File: config.mk
export PLATFORM = sky130hd
export DESIGN_NAME = csr_file_flat
export DESIGN_NICKNAME = d
export VERILOG_FILES = /design/src/rtl/csr_file_pkg.sv /design/src/rtl/csr_file_if.sv /design/src/rtl/csr_file_sync_2ff.sv /design/src/rtl/csr_file.sv /design/src/flat_wrapper.sv
export SDC_FILE = /design/constraint.sdc
export NUM_CORES = 1
export LEC_CHECK = 0
export ABC_AREA = 1
export BUFFER_PORTS_ARGS = -buffer_cell sky130_fd_sc_hd__buf_2
export CORE_ASPECT_RATIO = 1.75
export CORE_MARGIN = 8
export CORE_UTILIZATION = 35
export CTS_BUF_LIST = sky130_fd_sc_hd__clkbuf_4
export DETAILED_ROUTE_END_ITERATION = 8
export HOLD_SLACK_MARGIN = 0.12
export PLACE_DENSITY = 0.55
export SYNTH_ARGS = -nofsm -noshare
export SYNTH_HDL_FRONTEND = slang
export SYNTH_HIERARCHICAL = 1
export SYNTH_SLANG_ARGS = --single-unit
export TNS_END_PERCENT = 1
File: constraint.sdc
create_clock -name clock -period 2.3 [get_ports clock]
set_input_delay 0.345 -clock clock [delete_from_list [all_inputs] [get_ports clock]]
set_output_delay 0.345 -clock clock [all_outputs]
set_load 0.02 [all_outputs]
File: src/rtl/csr_file_pkg.sv
// Shared CSR select encoding and bit positions for the machine-mode CSR file.
package StaticPack;

    typedef enum logic [11:0] {
        CSR_MSTATUS  = 12'h300,
        CSR_MIE      = 12'h304,
        CSR_MTVEC    = 12'h305,
        CSR_MSCRATCH = 12'h340,
        CSR_MEPC     = 12'h341,
        CSR_MCAUSE   = 12'h342,
        CSR_MTVAL    = 12'h343,
        CSR_MIP      = 12'h344,
        CSR_MCYCLE   = 12'hB00,
        CSR_MINSTRET = 12'hB02
    } destinationCSR_;

    localparam int MSTATUS_MIE    = 3;
    localparam int MSTATUS_MPIE   = 7;
    localparam int MSTATUS_MPP_LO = 11;
    localparam int MSTATUS_MPP_HI = 12;

    localparam int IRQ_MSI = 3;
    localparam int IRQ_MTI = 7;
    localparam int IRQ_MEI = 11;

    localparam logic [31:0] MIE_WMASK = (32'd1 << IRQ_MSI) | (32'd1 << IRQ_MTI) | (32'd1 << IRQ_MEI);

endpackage

File: src/rtl/csr_file_if.sv
// Pipeline-facing CSR bus: read port, commit-side write/trap/mret strobes, status outputs.
interface csr_file_if;
    import StaticPack::*;

    logic           interrupt;
    destinationCSR_ readCSR;
    logic [31:0]    csrReadData;
    logic           writeEnable;
    destinationCSR_ writeCSR;
    logic [31:0]    writeData;
    logic           retire;
    logic           trapValid;
    logic [31:0]    trapCause;
    logic [31:0]    trapPC;
    logic [31:0]    trapValue;
    logic           mretValid;
    logic [31:0]    trapVector;
    logic [31:0]    mepcOut;
    logic           interruptPending;

    modport master (
        output interrupt, readCSR, writeEnable, writeCSR, writeData, retire,
               trapValid, trapCause, trapPC, trapValue, mretValid,
        input  csrReadData, trapVector, mepcOut, interruptPending
    );

    modport slave (
        input  interrupt, readCSR, writeEnable, writeCSR, writeData, retire,
               trapValid, trapCause, trapPC, trapValue, mretValid,
        output csrReadData, trapVector, mepcOut, interruptPending
    );

endinterface

File: src/rtl/csr_file_sync_2ff.sv
// Two-flop synchronizer for a single asynchronous level input.
module sync_2ff (
    input  logic clock,
    input  logic reset,
    input  logic d,
    output logic q
);

    logic meta;

    always_ff @(posedge clock) begin
        if (reset) begin
            meta <= 1'b0;
            q    <= 1'b0;
        end else begin
            meta <= d;
            q    <= meta;
        end
    end

endmodule

File: src/rtl/csr_file.sv
// Machine-mode CSR file: masked writes, trap entry / MRET, free-running counters,
// synchronized external interrupt and registered interrupt-pending flag.
module csr_file
    import StaticPack::*;
(
    input  logic       clock,
    input  logic       reset,
    csr_file_if.slave  bus
);

    logic        mst_mie, mst_mpie;
    logic [31:0] mie_q, mtvec, mepc, mcause, mtval, mscratch, mcycle, minstret;
    logic        meip, pending;
    logic [31:0] mstatus_val, mip_val;
    logic        wr_ok;

    sync_2ff u_irq_sync (
        .clock (clock),
        .reset (reset),
        .d     (bus.interrupt),
        .q     (meip)
    );

    // MSTATUS keeps only MIE/MPIE as state; MPP is hardwired to machine mode.
    always_comb begin
        mstatus_val                               = '0;
        mstatus_val[MSTATUS_MPP_HI:MSTATUS_MPP_LO] = 2'b11;
        mstatus_val[MSTATUS_MIE]                  = mst_mie;
        mstatus_val[MSTATUS_MPIE]                 = mst_mpie;
        mip_val                                   = '0;
        mip_val[IRQ_MEI]                          = meip;
    end

    always_comb begin
        bus.csrReadData = '0;
        case (bus.readCSR)
            CSR_MSTATUS:  bus.csrReadData = mstatus_val;
            CSR_MIE:      bus.csrReadData = mie_q;
            CSR_MIP:      bus.csrReadData = mip_val;
            CSR_MTVEC:    bus.csrReadData = mtvec;
            CSR_MEPC:     bus.csrReadData = mepc;
            CSR_MCAUSE:   bus.csrReadData = mcause;
            CSR_MTVAL:    bus.csrReadData = mtval;
            CSR_MSCRATCH: bus.csrReadData = mscratch;
            CSR_MCYCLE:   bus.csrReadData = mcycle;
            CSR_MINSTRET: bus.csrReadData = minstret;
            default:      bus.csrReadData = '0;
        endcase
    end

    assign bus.trapVector       = mtvec;
    assign bus.mepcOut          = mepc;
    assign bus.interruptPending = pending;

    // A write only lands when neither trap nor mret claims the cycle.
    assign wr_ok = bus.writeEnable & ~bus.trapValid & ~bus.mretValid;

    always_ff @(posedge clock) begin
        if (reset) begin
            mst_mie  <= 1'b0;
            mst_mpie <= 1'b0;
            mie_q    <= '0;
            mtvec    <= '0;
            mepc     <= '0;
            mcause   <= '0;
            mtval    <= '0;
            mscratch <= '0;
            mcycle   <= '0;
            minstret <= '0;
            pending  <= 1'b0;
        end else begin
            pending  <= mst_mie & mie_q[IRQ_MEI] & meip;
            mcycle   <= (wr_ok && bus.writeCSR == CSR_MCYCLE)   ? bus.writeData : mcycle + 32'd1;
            minstret <= (wr_ok && bus.writeCSR == CSR_MINSTRET) ? bus.writeData
                                                                : minstret + {31'd0, bus.retire};
            if (bus.trapValid) begin
                mepc     <= {bus.trapPC[31:2], 2'b00};
                mcause   <= bus.trapCause;
                mtval    <= bus.trapValue;
                mst_mpie <= mst_mie;
                mst_mie  <= 1'b0;
            end else if (bus.mretValid) begin
                mst_mie  <= mst_mpie;
                mst_mpie <= 1'b1;
            end else if (bus.writeEnable) begin
                case (bus.writeCSR)
                    CSR_MSTATUS: begin
                        mst_mie  <= bus.writeData[MSTATUS_MIE];
                        mst_mpie <= bus.writeData[MSTATUS_MPIE];
                    end
                    CSR_MIE:      mie_q    <= bus.writeData & MIE_WMASK;
                    CSR_MTVEC:    mtvec    <= {bus.writeData[31:2], 2'b00};
                    CSR_MEPC:     mepc     <= {bus.writeData[31:2], 2'b00};
                    CSR_MCAUSE:   mcause   <= bus.writeData;
                    CSR_MTVAL:    mtval    <= bus.writeData;
                    CSR_MSCRATCH: mscratch <= bus.writeData;
                    default: ;
                endcase
            end
        end
    end

endmodule

File: src/flat_wrapper.sv
// flat-port wrapper written by rule: the top's interface ports become plain ports
module csr_file_flat import StaticPack::*;
  (clock, reset, bus_interrupt, bus_readCSR, bus_writeEnable, bus_writeCSR, bus_writeData, bus_retire, bus_trapValid, bus_trapCause, bus_trapPC, bus_trapValue, bus_mretValid, bus_csrReadData, bus_trapVector, bus_mepcOut, bus_interruptPending);
  csr_file_if bus_i ();
  input  logic clock;
  input  logic reset;
  input wire logic [$bits(bus_i.interrupt)-1:0] bus_interrupt;
  input wire logic [$bits(bus_i.readCSR)-1:0] bus_readCSR;
  input wire logic [$bits(bus_i.writeEnable)-1:0] bus_writeEnable;
  input wire logic [$bits(bus_i.writeCSR)-1:0] bus_writeCSR;
  input wire logic [$bits(bus_i.writeData)-1:0] bus_writeData;
  input wire logic [$bits(bus_i.retire)-1:0] bus_retire;
  input wire logic [$bits(bus_i.trapValid)-1:0] bus_trapValid;
  input wire logic [$bits(bus_i.trapCause)-1:0] bus_trapCause;
  input wire logic [$bits(bus_i.trapPC)-1:0] bus_trapPC;
  input wire logic [$bits(bus_i.trapValue)-1:0] bus_trapValue;
  input wire logic [$bits(bus_i.mretValid)-1:0] bus_mretValid;
  output wire logic [$bits(bus_i.csrReadData)-1:0] bus_csrReadData;
  output wire logic [$bits(bus_i.trapVector)-1:0] bus_trapVector;
  output wire logic [$bits(bus_i.mepcOut)-1:0] bus_mepcOut;
  output wire logic [$bits(bus_i.interruptPending)-1:0] bus_interruptPending;
  assign bus_i.interrupt = bus_interrupt;
  assign bus_i.readCSR = bus_readCSR;
  assign bus_i.writeEnable = bus_writeEnable;
  assign bus_i.writeCSR = bus_writeCSR;
  assign bus_i.writeData = bus_writeData;
  assign bus_i.retire = bus_retire;
  assign bus_i.trapValid = bus_trapValid;
  assign bus_i.trapCause = bus_trapCause;
  assign bus_i.trapPC = bus_trapPC;
  assign bus_i.trapValue = bus_trapValue;
  assign bus_i.mretValid = bus_mretValid;
  assign bus_csrReadData = bus_i.csrReadData;
  assign bus_trapVector = bus_i.trapVector;
  assign bus_mepcOut = bus_i.mepcOut;
  assign bus_interruptPending = bus_i.interruptPending;
  csr_file u_core (.clock(clock), .reset(reset), .bus(bus_i));
endmodule
==> results.md <==
- Status: complete, but fails checks
- Failing checks: negative setup slack
- Post-Synth XOR/XNOR Area: 0.01403
- DR WL/cell: 18.42 um
- Clock Latency Late Sink: 0.74 ns
- Placed Cells: 2845
- Most used flip-flop cell after synthesis: dfxtp_1
- Final Hold Vio Count: 0
- Distinct cells, synth: 30
- Setup TNS: -0.003346 ns
- CTS Sinks: 228
- Filler cells: 3961
- Overflow after GRT: 0
- Worst endpoint data arrival time: 1.96 ns
- CP Launch Type: input port
- Nets: 2762
- Area Overhead vs Synth: 33.58%
- CTS buffer count: 56
- Drt first pass iters: 5
- Initial antenna violation count: 2
- Minimum clock period: 2.303 ns
- Starting DRC count in detailed routing: 1333
- Hold Worst Slack: 0.2052 ns
- Post-Layout Cell Count: 3111
- GP Congestion: 0.9389
- Post-synthesis sequential area ratio: 0.3481
- Tcrit/Tclk final: 1.001
- Int Pwr: 6.206 mW
- Post-DP HPWL: 42.25 mm
- Power per Cell Area: 493.3 nW/um^2
- Register share of total power: 0.478
- Final setup viols: 1
- Yosys warns: 6
- Final wirelength: 57.30 mm
- Largest family of logic cells by synthesized area: simple AND/OR/NAND/NOR gates
- Placed Area: 15080 um^2
- Root buf cell: clkbuf_4
- Final core occ: 0.4698
- GRT Resource Usage Total: 0.2531
- Req. time, crit path: 1.96 ns
- Lkg Pwr: 8.163 nW
- Seq cells post-synth: 228
- MaxCap Viol Count: 0
- Die Span X: 162.3 um
- EDFF count, synth: 0
- Hold Crit Class: in -> reg
- Worst-path fanout max: 9
- Vias: 15880
- Maximum clock path buffer count: 3
- Setup ws final: -0.003346 ns
- Post-Synth Simple-Gate Area: 0.4060
- First-pass GRT wire length: 86.94 mm
- RSZ-0062 raised after global routing: true
- Rel. slew slack: 0.3903
- Max Slew Vio Count: 0
- DRC Markers: 0
- Fraction of registers with async set/reset: 0
- Io pins: 256
- Most frequent cells in the layout: nand2_1 (608), nand3_1 (310), nor2_1 (287)
- Clock power share: 0.384
- DRT antenna net count: 0
- Die ar.: 44150 um^2
- Sw power: 2.434 mW
- Synth Area per Inst: 6.034 um^2
- Share of cells above drive strength 1: 0.1670
- Multiplexer area fraction after synthesis: 0
- Max Freq: 0.4342 GHz
- Worst vdd ir: 0.2762 mV
- Leading cell type in the layout, fill and taps excluded: nand2_1
- Adder-cell share of the synthesized area: 0.002863
- Crit. End Element: primary output
- Die Y: 272.0 um
- Synth Instances: 2173
- Vias/cell: 5.103
- Worst Tran Pin Value: 0.9145 ns
- Rows: 94
- Port Buffers: 249
- Post-route cell area: 17510 um^2
- CTS clock-pin slew for the worst setup and hold paths: 0.07 ns
- Largest net degree at the start of global routing: 99
- H-tree levels: 2
- Clk_skew: 0.05004 ns
- Logic pwr share: 0.138
- Initial Util: 0.3517
- Worst setup path category: in -> out
- Post-Syn Area: 13110 um^2
- Core area: 37280 um^2
- Compound-Gate Fraction of Synth Area: 0.1290
- Number of global-route vias before repair: 15550
- CTS tree: yes
- Switching Share: 0.2817
-- registers in the layout, indices dropped and copies added (netlist names) --
| signal | cells |
|---|---|
| u_core/mscratch | 32 |
| u_core/mie_q | 3 |
| u_core/mcause | 32 |
| u_core/mcycle | 32 |
| u_core/bus.trapVector | 30 |
| u_core/u_irq_sync/q | 1 |
| u_core/mtval | 32 |
| u_core/bus.mepcOut | 30 |
| u_core/minstret | 32 |
| u_core/bus.interruptPending | 1 |
| u_core/mst_mpie | 1 |
| u_core/mst_mie | 1 |
| u_core/u_irq_sync/meta | 1 |
-- layout make-up --
class | instances | area (um^2) | area share
diodes | 2 | 5.005 | 0.0002858
clock buffers | 76 | 570.5 | 0.03258
clock inverters | 11 | 68.82 | 0.003929
inverters | 187 | 704.4 | 0.04022
multi-input cells | 1630 | 7268 | 0.4150
flip-flops and latches | 228 | 4566 | 0.2607
well taps | 480 | 600.6 | 0.03429
repair buffers | 497 | 3731 | 0.2130
-- power by group through the flow --
stage / Combinational, mW / Clock [mW] / Sequential [mW]
2_1_floorplan: 0.482 / 0 / 4.23
3_3_place_gp: 0.913 / 0 / 4.21
3_5_place_dp: 0.922 / 0 / 4.22
4_1_cts: 1.18 / 3.43 / 4.13
5_1_grt: 1.31 / 3.60 / 4.14
6_report: 1.19 / 3.32 / 4.13
-- worst max-delay path, cell delays in order --
cell and delay (ns):
buf_2 0.10, inv_1 0.07, nand2_2 0.10, buf_12 0.14
nor3_4 0.18, nand2_2 0.22, buf_4 0.21, o21ai_0 0.25
nor2_1 0.08, nand2_1 0.08, buf_2 0.16
-- metrics by stage --
step / power, mW / setup WS (ns)
after floorplan: 4.717 / 0.4970
after CTS: 8.738 / 0.01151
after global placement: 5.128 / -0.003829
final: 8.639 / -0.003346
after detailed placement: 5.140 / -0.005334
after global routing: 9.045 / -0.07017
-- cell usage after synthesis (8+ instances only) --
master,number,area (um^2)
nand2_1,608,2282
nand3_1,311,1556
nor2_1,290,1089
dfxtp_1,228,4564
inv_1,182,683.2
a21oi_1,159,795.8
o21ai_0,155,775.7
clkbuf_1,59,221.5
buf_2,44,220.2
o21ai_1,24,120.1
xor2_1,14,122.6
buf_4,13,97.59
nand4_1,13,81.33
buf_1,12,45.04
nor2_2,9,56.30
nand2_2,8,50.05
-- per-layer routing --
| layer | global-route usage | wire length (um) |
|---|---|---|
| met5 | 0 | 0 |
| met4 | 0.1343 | 3024 |
| met3 | 0.03764 | 3802 |
| met2 | 0.4363 | 28130 |
| met1 | 0.2963 | 22350 |
-- path summary, 6_finish.rpt --
check / startpoint / to / slack (ns) / cells after the start
hold / removal: bus_writeCSR[1] / u_core/mscratch[11] / 0.21 / 6
setup reg to reg: u_core/minstret[0] / u_core/minstret[28] / 0.24 / 9
setup / recovery: bus_readCSR[3] / bus_csrReadData[15] / -0.003 / 11
hold reg to reg: u_core/u_irq_sync/meta / u_core/u_irq_sync/q / 0.40 / 2
-- what timing repair did --
item                                    4_1_cts  5_1_grt
resized for setup                             2        4
pin swaps                                     0        0
endpoints found under the setup margin        2       19
hold buffers                                177        0
setup buffers                                 0        0
hold endpoints to repair                    226        0
-- cells by family (layout without fill, tap and decap cells) --
kind of cell	after synthesis	in the layout
adders and majority gates	3	3
buffers and inverters	318	771
AOI/OAI and AO/OA	338	338
and+or+nand+nor	1264	1264
DFF	228	228
other	1	6
xor gates and xnor gates	21	21
Power figures use the tool's default switching activity.
